<file path="config.mk">
export PLATFORM = sky130hd
export DESIGN_NAME = axis_rr_arbiter
export DESIGN_NICKNAME = d
export VERILOG_FILES = /design/src/rtl/axis_pkg.sv /design/src/rtl/axis_rr_arbiter_rr_pick.sv /design/src/rtl/axis_rr_arbiter.sv
export SDC_FILE = /design/constraint.sdc
export NUM_CORES = 1
export LEC_CHECK = 0
export BUFFER_PORTS_ARGS = -buffer_cell sky130_fd_sc_hd__buf_2
export CAP_MARGIN = 20
export CORE_ASPECT_RATIO = 0.75
export CORE_MARGIN = 2
export CORE_UTILIZATION = 41
export CTS_CLUSTER_SIZE = 14
export DETAILED_ROUTE_END_ITERATION = 8
export PLACE_DENSITY_LB_ADDON = 0.05
export SLEW_MARGIN = 20
export SYNTH_ARGS = -nofsm -noshare
export SYNTH_HDL_FRONTEND = slang
export SYNTH_HIERARCHICAL = 1
export SYNTH_SLANG_ARGS = --single-unit
</file>
<file path="constraint.sdc">
create_clock -name ACLK -period 2.6 [get_ports ACLK]
set_input_delay 0.39 -clock ACLK [delete_from_list [all_inputs] [get_ports ACLK]]
set_output_delay 0.39 -clock ACLK [all_outputs]
set_load 0.1 [all_outputs]
</file>
<file path="src/rtl/axis_pkg.sv">
// Shared AXI-Stream definitions: arbiter state encoding and default stream widths.
package axis_pkg;

   typedef enum logic {
      IDLE = 1'b0,
      LOCK = 1'b1
   } arb_state_e;

   localparam int AXIS_DW  = 8;
   localparam int AXIS_IDW = 3;

endpackage

</file>
<file path="src/rtl/axis_rr_arbiter_rr_pick.sv">
// Combinational round-robin priority encoder: first active request after last_grant, wrapping modulo N.
module rr_pick #(
   parameter int N  = 2,
   parameter int IW = 3
) (
   input  logic [N-1:0]  req,
   input  logic [IW-1:0] last_grant,
   output logic [IW-1:0] grant,
   output logic          any_req
);

   // Offsets are scanned in increasing distance from last_grant so the most recent winner ranks lowest.
   always_comb begin
      grant   = '0;
      any_req = 1'b0;
      for (int k = 1; k <= N; k++) begin
         for (int j = 0; j < N; j++) begin
            if (!any_req && req[j] && (j == ((int'(last_grant) + k) % N))) begin
               any_req = 1'b1;
               grant   = IW'(j);
            end
         end
      end
   end

endmodule

</file>
<file path="src/rtl/axis_rr_arbiter.sv">
// Packet-aware round-robin arbiter sharing one registered AXI-Stream output between N_IN inputs.
module axis_rr_arbiter
   import axis_pkg::*;
#(
   parameter int N_IN = 2,
   parameter int DW   = AXIS_DW,
   parameter int IDW  = AXIS_IDW
) (
   input  logic               ACLK,
   input  logic               ARESETn,
   input  logic [N_IN*DW-1:0] s_tdata,
   input  logic [N_IN-1:0]    s_tvalid,
   input  logic [N_IN-1:0]    s_tlast,
   output logic [N_IN-1:0]    s_tready,
   output logic [DW-1:0]      m_tdata,
   output logic               m_tvalid,
   output logic               m_tlast,
   input  logic               m_tready,
   output logic [IDW-1:0]     grant_id,
   output logic               busy
);

   arb_state_e     state;
   arb_state_e     state_nxt;
   logic [IDW-1:0] last_grant;
   logic [IDW-1:0] pick_idx;
   logic           any_req;
   logic           sel_valid;
   logic           sel_last;
   logic [DW-1:0]  sel_data;
   logic           out_ready;
   logic           accept;

   rr_pick #(
      .N  (N_IN),
      .IW (IDW)
   ) u_pick (
      .req        (s_tvalid),
      .last_grant (last_grant),
      .grant      (pick_idx),
      .any_req    (any_req)
   );

   always_comb begin
      sel_valid = 1'b0;
      sel_last  = 1'b0;
      sel_data  = '0;
      for (int i = 0; i < N_IN; i++) begin
         if (grant_id == IDW'(i)) begin
            sel_valid = s_tvalid[i];
            sel_last  = s_tlast[i];
            sel_data  = s_tdata[i*DW +: DW];
         end
      end
   end

   // The output slot can take a beat when empty or when its current beat leaves this cycle.
   assign out_ready = !m_tvalid || m_tready;
   assign accept    = (state == LOCK) && sel_valid && out_ready;
   assign busy      = (state == LOCK);

   always_comb begin
      s_tready = '0;
      for (int i = 0; i < N_IN; i++) begin
         s_tready[i] = (state == LOCK) && (grant_id == IDW'(i)) && out_ready;
      end
   end

   always_comb begin
      state_nxt = state;
      case (state)
         IDLE: if (any_req) state_nxt = LOCK;
         LOCK: if (accept && sel_last) state_nxt = IDLE;
         default: state_nxt = IDLE;
      endcase
   end

   always_ff @(posedge ACLK or negedge ARESETn) begin
      if (!ARESETn) begin
         state <= IDLE;
      end else begin
         state <= state_nxt;
      end
   end

   // Starting from the highest index makes input 0 the first winner after reset.
   always_ff @(posedge ACLK or negedge ARESETn) begin
      if (!ARESETn) begin
         grant_id   <= '0;
         last_grant <= IDW'(N_IN - 1);
      end else begin
         if (state == IDLE && any_req) begin
            grant_id <= pick_idx;
         end
         if (accept && sel_last) begin
            last_grant <= grant_id;
         end
      end
   end

   always_ff @(posedge ACLK or negedge ARESETn) begin
      if (!ARESETn) begin
         m_tdata  <= '0;
         m_tvalid <= 1'b0;
         m_tlast  <= 1'b0;
      end else if (accept) begin
         m_tdata  <= sel_data;
         m_tlast  <= sel_last;
         m_tvalid <= 1'b1;
      end else if (m_tready) begin
         m_tvalid <= 1'b0;
      end
   end

endmodule
</file>
==> metrics list <==
- The run finished with clean final reports.
* Maximum level of the CTS H-tree: 1
* Worst skew pair latency: 0.27 ns
* Starting utilization of the core area: 0.443
* Max-cap check violation count: 0
- Final total negative setup slack: 0 ns
- The max-slew violation count came to 0.
- Relative to the synthesized area, the layout overhead comes to 29.1%.
- After the last flow step, the layout net total stands at between 100 and 150.
- First-pass GRT wire length: 2600 um
- During synthesis, Yosys emitted a total of 6 warnings.
* Kind of critical path: flip-flop to primary output
- FMAX: between 0.4 and 0.5 GHz
- Clock tree from TritonCTS: built
- Pin placement for this block handled 39 I/O pins.
- CTS root buffer: clkbuf_4
* Leading cell type in the layout, fill and taps excluded: buf_2
- Setup repair after global routing left no endpoint under its margin.
- The cell family contributing the most delay on the critical path is simple AND/OR/NAND/NOR gates.
* Number of remaining DRC errors: 0
* Core occupancy in the finished layout: 0.572
* Post-cts repair resize count: 0
- Ratio of final minimum period to clock period: 0.797
- Setup slack on the critical path of the routed design comes to 0.529 ns.
- The final count of hold timing violations was 0.
- Number of instances in the synthesized netlist: 69
- Most used cells in the layout excluding fill and tap cells: buf_2, dfrtp_1, nand2_1
- At the worst endpoint, the arrival time is 1.68 ns.
* Total core area: 1770 sq um
- Once layout is complete, the cells apart from fillers number 130.
- Between clock sinks in the finished design, the worst skew comes to 0.000657 ns.
- Port Buffer Count: 38
- The floorplan step defined a die boundary enclosing 2290 sq um.
- CTS sink count: 15
* Pin count of the biggest net entering global routing: 19
- The worst setup path is captured at a primary output.
- Final HPWL DP: 1260 um
- The mapped netlist covers slightly below 800 sq um.
* Tightest Hold Check Type: input port to asynchronous set/reset pin
- The floorplan step set the die width to 54.6 um.
- After synthesis, the mean cell area works out to 11.4 sq um.
* Diode count: 0
- Number of global-route vias before repair: 560
- For this run, the total global-route usage over all layers was measured as 0.157.
* Worst path bufs/invs: 1
- After the first detailed-routing iteration, the DRC count stood at 16.
- After detailed placement, the design holds a cell count of 126.
* Routed wire per std cell: 12.6 um
- The final layout contains routed wiring with a total length of approximately 1600 um.
- Global route total overflow: 0
- Number of buffers on the longest clock path: 2
* Number of placement rows: 13
* Count of endpoints failing setup in the final report: 0
- Before CTS, the worst setup slack after placement is 0.829 ns.
- Once detail routing completed, the nets flagged for antenna violations numbered 0.
* Fraction of layout cells with a size suffix above 1: 0.509
- DR vias: 626
* Post-CTS Hold Fix Bufs: 0
* Kind of launch point of the worst setup path: flip-flop
- After clock tree synthesis, the setup repair step added 0 buffers.
- Dividing the detail-routed via count by the number of cells gives 4.82.
* Die height: around 42 um
- Total CTS buffers: 3
- Number of antenna violations at the first check in global routing: 0
- After clock tree synthesis, the clock-pin slew on the worst setup and hold paths is ~0.09 ns.
- Walking the worst path, the cells encountered are or2_2 > nor3_4 > buf_2.
- The smallest clock period supported by the final layout is computed as ~2.1 ns.
- Highest fanout seen on the critical path: 10
* Routability-driven placement congestion ratio: ~0.72
- Slowest Stage Delay on Critical Path: 0.44 ns
- Critical path data required time: 2.21 ns
* Standard cell with the maximum stage delay on the critical path: buf_2
* DR pass1 iterations: 4
-- per-layer routing --
layer / GRT usage / wire length (um) / vias up
li1: - / - / 315
met1: 0.227 / 738 / 281
met2: 0.231 / 758 / 28
met3: 0.0360 / 122 / 2
met4: 0.0450 / 12 / 0
met5: 0 / 0 / -
-- cell type report --
class	instances	area, sq um
well taps	22	27.5
clock buffers	4	26.3
inverters	1	3.75
fillers	157	758
multi-input cells	49	383
repair buffers	39	198
flip-flops and latches	15	377
-- path summary, 6_finish.rpt --
path	from	endpoint	slack (ns)	cells after the start
min	ARESETn	grant_id[1]	0.0004	1
max	grant_id[1]	s_tready[0]	0.53	3
max in group asynchronous	ARESETn	last_grant[0]	2.30	1
max reg2reg	grant_id[0]	last_grant[0]	0.84	4
min in group ACLK	m_tready	m_tvalid	0.40	3
min reg2reg	m_tdata[5]	m_tdata[5]	0.48	2
-- metrics by stage --
step	hold WS [ns]	instance area, sq um
after detailed placement	0.315	988
after floorplan	0.0944	812
final	0.000416	1010
after CTS	0.0102	1010
after global routing	0.0175	1010
after global placement	0.313	988
-- sequential cells by signal, summed over array words and instances, names as in the netlist --
signal,count
grant_id,3
m_tdata,8
busy,1
last_grant,1
m_tvalid,1
m_tlast,1
Power is left out: the tool's default activity adds up to more than one toggle a clock period on the data nets, which glitch-free logic cannot reach.
